--- src/rtl/uart_rx_os.sv ---
// uart_rx_os: oversampling UART receiver with majority-vote sampling,
// runtime baud divisor, frame/parity/overrun detection and a show-ahead FIFO.
// Optional feature macro: UART_RX_PARITY_EN (adds a parity bit after the data).
module uart_rx_os #(
  parameter int unsigned DATA_BITS  = 8,
  parameter int unsigned OS_RATE    = 16,
  parameter int unsigned DIV_W      = 16,
  parameter int unsigned FIFO_DEPTH = 4,
  parameter int unsigned PARITY_ODD = 0
) (
  input  logic                 clk,
  input  logic                 rst,
  input  logic [DIV_W-1:0]     baud_div,
  input  logic                 rx,
  output logic [DATA_BITS-1:0] rx_data,
  output logic                 rx_valid,
  input  logic                 rx_ready,
  output logic                 rx_busy,
  output logic                 frame_err,
  output logic                 parity_err,
  output logic                 overrun
);

  localparam int unsigned OS_W  = $clog2(OS_RATE);
  localparam int unsigned BIT_W = $clog2(DATA_BITS);
  localparam int unsigned AW    = $clog2(FIFO_DEPTH);
  localparam int unsigned SP0   = OS_RATE / 2 - 1;
  localparam int unsigned SP1   = OS_RATE / 2;
  localparam int unsigned SP2   = OS_RATE / 2 + 1;

  typedef enum logic [2:0] {
    S_IDLE,
    S_START,
    S_DATA,
    S_PARITY,
    S_STOP
  } state_t;

  state_t               r_state;
  state_t               w_state_nxt;
  logic                 r_sync1;
  logic                 r_sync2;
  logic                 r_rx_d;
  logic [DIV_W-1:0]     r_tick_cnt;
  logic [OS_W-1:0]      r_os_cnt;
  logic [1:0]           r_samp;
  logic [DATA_BITS-1:0] r_shift;
  logic [BIT_W-1:0]     r_bit_cnt;
  logic                 r_busy;
  logic                 r_frame_err;
  logic                 r_overrun;
  logic [DATA_BITS-1:0] r_mem [FIFO_DEPTH];
  logic [AW:0]          r_wr_ptr;
  logic [AW:0]          r_rd_ptr;

  logic w_rx;
  logic w_fall;
  logic w_tick;
  logic w_sp_last;
  logic w_maj;
  logic w_start;
  logic w_shift;
  logic w_push;
  logic w_pop;
  logic w_full;
  logic w_empty;
  logic w_frame_err;
  logic w_overrun;

`ifdef UART_RX_PARITY_EN
  logic r_par_latched;
  logic r_parity_err;
  logic w_par_set;
  logic w_par_pulse;
`else
  logic w_unused_par;
  assign w_unused_par = 1'(PARITY_ODD);
`endif

  assign w_rx      = r_sync2;
  assign w_fall    = r_rx_d & ~r_sync2;
  assign w_tick    = (r_tick_cnt == '0);
  assign w_sp_last = w_tick && (r_os_cnt == OS_W'(SP2));
  assign w_maj     = (r_samp[0] & r_samp[1]) | (r_samp[0] & w_rx) | (r_samp[1] & w_rx);

  assign w_empty = (r_wr_ptr == r_rd_ptr);
  assign w_full  = (r_wr_ptr[AW] != r_rd_ptr[AW]) && (r_wr_ptr[AW-1:0] == r_rd_ptr[AW-1:0]);
  assign w_pop   = ~w_empty & rx_ready;

  assign rx_valid  = ~w_empty;
  assign rx_data   = r_mem[r_rd_ptr[AW-1:0]];
  assign rx_busy   = r_busy;
  assign frame_err = r_frame_err;
  assign overrun   = r_overrun;
`ifdef UART_RX_PARITY_EN
  assign parity_err = r_parity_err;
`else
  assign parity_err = 1'b0;
`endif

  // Two-flop synchroniser plus one delay stage for falling-edge detection
  always_ff @(posedge clk or negedge rst) begin
    if (!rst) begin
      r_sync1 <= 1'b1;
      r_sync2 <= 1'b1;
      r_rx_d  <= 1'b1;
    end else begin
      r_sync1 <= rx;
      r_sync2 <= r_sync1;
      r_rx_d  <= r_sync2;
    end
  end

  // Oversample tick down-counter; divisor picked up on every reload
  always_ff @(posedge clk or negedge rst) begin
    if (!rst) begin
      r_tick_cnt <= '0;
    end else if (w_start || w_tick) begin
      r_tick_cnt <= baud_div;
    end else begin
      r_tick_cnt <= r_tick_cnt - DIV_W'(1);
    end
  end

  // Oversample position within the bit and the two early majority samples
  always_ff @(posedge clk or negedge rst) begin
    if (!rst) begin
      r_os_cnt <= '0;
      r_samp   <= 2'b11;
    end else if (w_start || (r_state == S_IDLE)) begin
      r_os_cnt <= '0;
    end else if (w_tick) begin
      r_os_cnt <= (r_os_cnt == OS_W'(OS_RATE - 1)) ? '0 : r_os_cnt + OS_W'(1);
      if (r_os_cnt == OS_W'(SP0)) r_samp[0] <= w_rx;
      if (r_os_cnt == OS_W'(SP1)) r_samp[1] <= w_rx;
    end
  end

  // FSM state register
  always_ff @(posedge clk or negedge rst) begin
    if (!rst) begin
      r_state <= S_IDLE;
      r_busy  <= 1'b0;
    end else begin
      r_state <= w_state_nxt;
      r_busy  <= (w_state_nxt != S_IDLE);
    end
  end

  // FSM next state and per-cycle control decisions
  always_comb begin
    w_state_nxt = r_state;
    w_start     = 1'b0;
    w_shift     = 1'b0;
    w_push      = 1'b0;
    w_frame_err = 1'b0;
    w_overrun   = 1'b0;
`ifdef UART_RX_PARITY_EN
    w_par_set   = 1'b0;
    w_par_pulse = 1'b0;
`endif
    case (r_state)
      S_IDLE: begin
        if (w_fall) begin
          w_start     = 1'b1;
          w_state_nxt = S_START;
        end
      end
      S_START: begin
        if (w_sp_last) w_state_nxt = w_maj ? S_IDLE : S_DATA;
      end
      S_DATA: begin
        if (w_sp_last) begin
          w_shift = 1'b1;
          if (r_bit_cnt == BIT_W'(DATA_BITS - 1)) begin
`ifdef UART_RX_PARITY_EN
            w_state_nxt = S_PARITY;
`else
            w_state_nxt = S_STOP;
`endif
          end
        end
      end
`ifdef UART_RX_PARITY_EN
      S_PARITY: begin
        if (w_sp_last) begin
          w_par_set   = (^r_shift) ^ w_maj ^ 1'(PARITY_ODD);
          w_state_nxt = S_STOP;
        end
      end
`endif
      S_STOP: begin
        if (w_sp_last) begin
          w_state_nxt = S_IDLE;
          if (!w_maj) begin
            w_frame_err = 1'b1;
          end else if (!w_full || w_pop) begin
            w_push = 1'b1;
`ifdef UART_RX_PARITY_EN
            w_par_pulse = r_par_latched;
`endif
          end else begin
            w_overrun = 1'b1;
          end
        end
      end
      default: w_state_nxt = S_IDLE;
    endcase
  end

  // Data shift register, bit counter and error pulse registers
  always_ff @(posedge clk or negedge rst) begin
    if (!rst) begin
      r_shift     <= '0;
      r_bit_cnt   <= '0;
      r_frame_err <= 1'b0;
      r_overrun   <= 1'b0;
`ifdef UART_RX_PARITY_EN
      r_par_latched <= 1'b0;
      r_parity_err  <= 1'b0;
`endif
    end else begin
      r_frame_err <= w_frame_err;
      r_overrun   <= w_overrun;
`ifdef UART_RX_PARITY_EN
      r_parity_err <= w_par_pulse;
      if (w_start) r_par_latched <= 1'b0;
      else if (w_par_set) r_par_latched <= 1'b1;
`endif
      if (w_start) begin
        r_bit_cnt <= '0;
      end else if (w_shift) begin
        r_shift   <= {w_maj, r_shift[DATA_BITS-1:1]};
        r_bit_cnt <= r_bit_cnt + BIT_W'(1);
      end
    end
  end

  // Show-ahead receive FIFO
  always_ff @(posedge clk or negedge rst) begin
    if (!rst) begin
      r_wr_ptr <= '0;
      r_rd_ptr <= '0;
      for (int i = 0; i < int'(FIFO_DEPTH); i++) r_mem[i] <= '0;
    end else begin
      if (w_push) begin
        r_mem[r_wr_ptr[AW-1:0]] <= r_shift;
        r_wr_ptr <= r_wr_ptr + (AW+1)'(1);
      end
      if (w_pop) r_rd_ptr <= r_rd_ptr + (AW+1)'(1);
    end
  end

endmodule

--- config.mk ---
export PLATFORM = sky130hd
export DESIGN_NAME = uart_rx_os
export DESIGN_NICKNAME = d
export VERILOG_FILES = /design/src/rtl/uart_rx_os.sv
export SDC_FILE = /design/constraint.sdc
export NUM_CORES = 1
export LEC_CHECK = 0
export ABC_AREA = 1
export CAP_MARGIN = 20
export CELL_PAD_IN_SITES_DETAIL_PLACEMENT = 1
export CELL_PAD_IN_SITES_GLOBAL_PLACEMENT = 2
export CORE_MARGIN = 4
export CORE_UTILIZATION = 38
export CTS_CLUSTER_SIZE = 16
export DETAILED_ROUTE_END_ITERATION = 10
export GPL_ROUTABILITY_DRIVEN = 0
export PLACE_DENSITY = 0.91
export REMOVE_ABC_BUFFERS = 1
export SLEW_MARGIN = 10
export SYNTH_ARGS = -nofsm -noshare
export SYNTH_HDL_FRONTEND = slang
export SYNTH_SLANG_ARGS = --single-unit
--- constraint.sdc ---
create_clock -name clk -period 3.3 [get_ports clk]
set_clock_uncertainty 0.05 [all_clocks]
set_input_delay 0.495 -clock clk [delete_from_list [all_inputs] [get_ports clk]]
set_output_delay 0.495 -clock clk [all_outputs]
set_load 0.02 [all_outputs]
== After elaboration in Yosys (flattened, before gate mapping) ==
Cells that the tools add are included.
Storage, ports and cells
  bits in registers: 80
  input bits: 20
  output and inout bits: 13
  word-level logic and storage cells: 100
Cells by class
  $add $sub $neg: 5
  $lt $le $gt $ge: 3
  equality and inequality tests: 11
  mux-type cells: 34
  bitwise gates (word level): 13
  reductions and logical operators: 15
Operators by type and width (count)
  bitwise mux 32 bit: 1
  2-to-1 mux 8 bit: 3
  2-to-1 mux 3 bit: 7
  binary-select mux 8 bit (select 2 bit): 1
  demux 8 bit (select 2 bit): 1
  zero test 16 bit: 1
  2-to-1 mux 16 bit: 1
  subtractor 16 x 1 -> 16 bit, second input constant: 1
  2-to-1 mux 1 bit: 15
  == test 4 bit, second input constant: 3
  2-to-1 mux 4 bit: 3
  case mux 3 bit (4 select lines): 1
  adder 3 x 1 -> 3 bit, second input constant: 3
  == test 3 bit, second input constant: 2
  greater-or-equal comparator 3 bit, second input constant: 2
  NOT 2 -> 3 bit: 2
  AND reduction 3 bit: 2
  bitwise AND 1 bit: 5
  adder 4 x 1 -> 4 bit, second input constant: 1
  == test 4 x 3 -> 1 bit, second input constant: 1
  NOT 1 bit: 4
  nonzero test 2 bit: 2
  == test 3 x 1 -> 1 bit, second input constant: 1
  == test 3 x 2 -> 1 bit, second input constant: 1
  other kinds (12): 17

== Depth between registers and ports, before layout ==
  depth after elaboration: 8
  mapped depth: 12
  depth with buffers taken out: 10

== Worst setup path before layout ==
OpenSTA, ideal clock, no wires.
  kind: register to output
  start: register r_rd_ptr[0]
  end: output port rx_data[6]
  arrival: 1331 ps
  required time: 2755 ps
  setup slack: 1424 ps
  stages on the path, launching flop included: 6
  path buffers: 2
  path through: dfrtp_1 -> buf_2 -> inv_4 -> clkbuf_1 -> o21ai_0 -> o22ai_1
Between the ends
  word-level cells in the longest chain between the ends: 4
RTL lines
  from (decl): RTL line 54  | logic [AW:0] r_rd_ptr;
  from (signal assigned): RTL line 250  | if (w_pop) r_rd_ptr <= r_rd_ptr + (AW+1)'(1);
  NOT 2 -> 3 bit (implied by the code): RTL line 91  | assign rx_data = r_mem[r_rd_ptr[AW-1:0]];
  binary-select mux 8 bit (select 2 bit): RTL line 91
  2-to-1 mux 8 bit (implied by the code) (2 in series): RTL line 91
  to (decl): RTL line 15  | output logic [DATA_BITS-1:0] rx_data,
No other way between the ends. The select of a mux whose other input is x is not followed.

== Worst setup path after layout ==
  start: register r_rd_ptr[0]
  end: output port rx_valid
Between the ends
  word-level cells in the longest chain between the ends: 2
RTL lines
  == test 3 bit: RTL line 86  | assign w_empty = (r_wr_ptr == r_rd_ptr);
  NOT 1 bit: RTL line 90  | assign rx_valid = ~w_empty;
  to (decl): RTL line 16  | output logic rx_valid,
No other way between the ends.

==> flow_summary.yaml <==
run_status:
  run_status: "completed"
grt:
  first_pass_grt_wire_length_um: 17600
  grtUsageTotal: 0.167
  grt_antenna_before_repair: 0
  grt_start_max_net_pins: 81
  globalRouteOverflowTotal: 0
  grt_pass1_vias: 3731
worst_setup_path:
  worst_setup_path_start_kind: "flip-flop"
  cp_common_cell: "sky130_fd_sc_hd__nand2_1"
  path_cells: "inv_4 -> nand2_1 -> nand2_1 -> nor2_1 -> nand2_1 -> clkdlybuf4s50_1"
  worst_path_max_delay_cell: "sky130_fd_sc_hd__dfrtp_1"
  worst_setup_path_end_kind: "output port"
  crit_arrival_ns: 2.25
  setup.worst_path.class: "flip-flop to output port"
  worst_ep_required_time_ns: 2.75
  critPathMaxStageDelay_ns: 0.76
  worstPathMaxFanout: 19
drt:
  drt_drc_violations_left: 0
  ant_nets: 0
  via_count: 3390
  final_routed_wirelength_um: 9900
  route.detailed.wl_per_inst_um: 14.7
  routed_via_density: 5.04
  first_iter_violations: 92
  drt_first_pass_iters: 4
synthesis:
  yosysTopAreaCell: "sky130_fd_sc_hd__dfrtp_1"
  synthDistinctLibCells: 33
  synth_sequential_area_ratio: 0.481
  synth_area_um2: 4180
  post_synth_main_area_contributors: "sky130_fd_sc_hd__dfrtp_1, sky130_fd_sc_hd__nand2_1, sky130_fd_sc_hd__nand4_1, sky130_fd_sc_hd__nor2_1, sky130_fd_sc_hd__o21ai_0"
  synth_cells: 502
  post-synth-top-count-cell: "sky130_fd_sc_hd__nand2_1"
  synth_enable_flop_cells: 0
  asr_flop_ratio_synth: 1.00
  ys_seq_elements: 80
  syn-mean-instance-area_um2: 8.32
  synth-main-ff-cell: "sky130_fd_sc_hd__dfrtp_1"
  synth.yosys.warnings: 0
  synth_top_cell_area_share: 0.449
  ys_top_cells_by_count: "sky130_fd_sc_hd__nand2_1, sky130_fd_sc_hd__dfrtp_1, sky130_fd_sc_hd__nor2_1"
clock_tree:
  clk_path_buf_depth: 2
  number_of_cts_inserted_buffers: 9
  post_cts_setup_repair_buffer_count: 0
  cts_root_buf: "sky130_fd_sc_hd__clkbuf_8"
  postCtsResizedCells: 0
  htree_levels: 3
  cts.clk_slew.worst_paths_ns: 0.09
  clkSinkCount: 80
  postCtsHoldBufs: 0
  clk-insertion-delay-late_ns: 0.36
  cts_tree: "yes"
placement:
  placed_cell_area_um2: 4540
  preCtsSetupSlack_ns: 0.775
  numPortBuffers: 31
  dp_hpwl_um: 7200
sta:
  final-setup-viol-count: 0
  timing.final.hold_violations: 0
  max-slew-margin-rel: 0.570
  max_slew.worst_pin.slew_ns: 0.644
  fin_crit_ns: 2.80
  fin_crit_sh: 0.848
  worst_slack_ns: 0.501
  timing.fmax_mhz: 357
  grt_setup_unrepaired: "false"
  setup-tns-final_ns: 0
  final-max-slew-violation-count: 0
final_layout:
  syn_to_final_growth_pct: 14.5
  antenna_cells_inserted: 0
  post_route_cells_drive_above_1_share: 0.0901
  finish.utilization: 0.443
  nNetsFinal: 559
  final_cell_area_um2: 4780
die:
  std_cell_rows: 38
  die_height_um: 113
  die_width_um: 113
  start_util: 0.387
  design.die.area_um2: 12700
  core_region_area_um2: 10800
  ios: 33
power_and_ir_drop:
  ir_drop_v: 0.000291
  totalPowerFinal_mw: 3.08
  power-per-cell-area_nw_per_um2: 644
  leakagePower_nw: 2.24
min_path:
  min_path_type: "input pin to async pin"
job:
  max_cap_viol_count: 0
==> registers in the layout, indices dropped and copies added (netlist names), 2 cells and up <==
signal,count
r_os_cnt,4
r_bit_cnt,3
r_rd_ptr,3
r_samp,2
r_tick_cnt,16
r_mem,32
r_state,3
r_wr_ptr,3
r_shift,8
==> path summary, 6_finish.rpt <==
check                      cells after the start   startpoint  slack, ns     endpoint
setup / recovery                               6  r_rd_ptr[0]       0.50     rx_valid
hold / removal                                 1          rst       0.06  r_rd_ptr[2]
setup reg to reg                              11  r_rd_ptr[0]       0.78    r_mem[13]
hold reg to reg                                0      r_sync1       0.31      r_sync2
max in group asynchronous                      2          rst       2.51  r_os_cnt[2]
min in group clk                               0      r_sync1       0.31      r_sync2
==> worst max-delay path: cells and delay by family (launching register included) <==
family / cells / cell delay, ns
buffers and inverters: 2 / 0.74
DFF: 1 / 0.76
and+or+nand+nor: 4 / 0.38
==> per-stage QoR <==
stage,hold WS (ns),instances
detailed placement,0.299,656
finish,0.0594,673
global placement,0.297,656
floorplan,0.149,483
global route,0.108,673
CTS,0.312,672
==> where the power goes <==
| part | total (mW) | leakage (nW) | internal, mW | switching (mW) |
|---|---|---|---|---|
| sequential | 1.27 | 1.05 | 1.10 | 0.169 |
| clock | 0.840 | 0.113 | 0.451 | 0.389 |
| combinational | 0.965 | 1.08 | 0.402 | 0.564 |
==> layer usage <==
metal / global-route usage / share of wire
met5: 0 / 0
met4: 0.0577 / 0.018
met3: 0.0225 / 0.021
met2: 0.289 / 0.50
met1: 0.217 / 0.46
==> layout by cell type (no fill, tap or decap), drive strengths merged <==
cell type,instances
nand2,161
dfrtp,75
nor2,62
inv,41
nand4,36
o21ai,36
clkdlybuf4s50,30
nand3,19
xor2,11
ha,11
clkbuf,10
o22ai,8
a21oi,7
xnor2,5
dfstp,5
nor3,5
buf,4
bufinv,2
nand3b,1
o21a,1
conb,1
clkinv,1
clkinvlp,1
==> kinds of logic after synthesis <==
group	after synthesis	synth area share
AO/OA/AOI/OAI	52	0.0653
adder cells (fa/ha/maj)	11	0.0329
flip-flops	80	0.481
buffers and inverters	58	0.0698
XOR/XNOR	16	0.0335
AND/OR/NAND/NOR	284	0.317
other	1	0.000897
==> layout make-up <==
cell class,count,area (µm²)
inverter,39,151
multi-input combinational,364,1880
fill,1309,6010
sequential,80,2010
timing repair buffer,34,343
tap,140,175
clock buffer,10,138
clock inverter,6,90.1
Note: power is estimated with default switching activity, not from simulation.
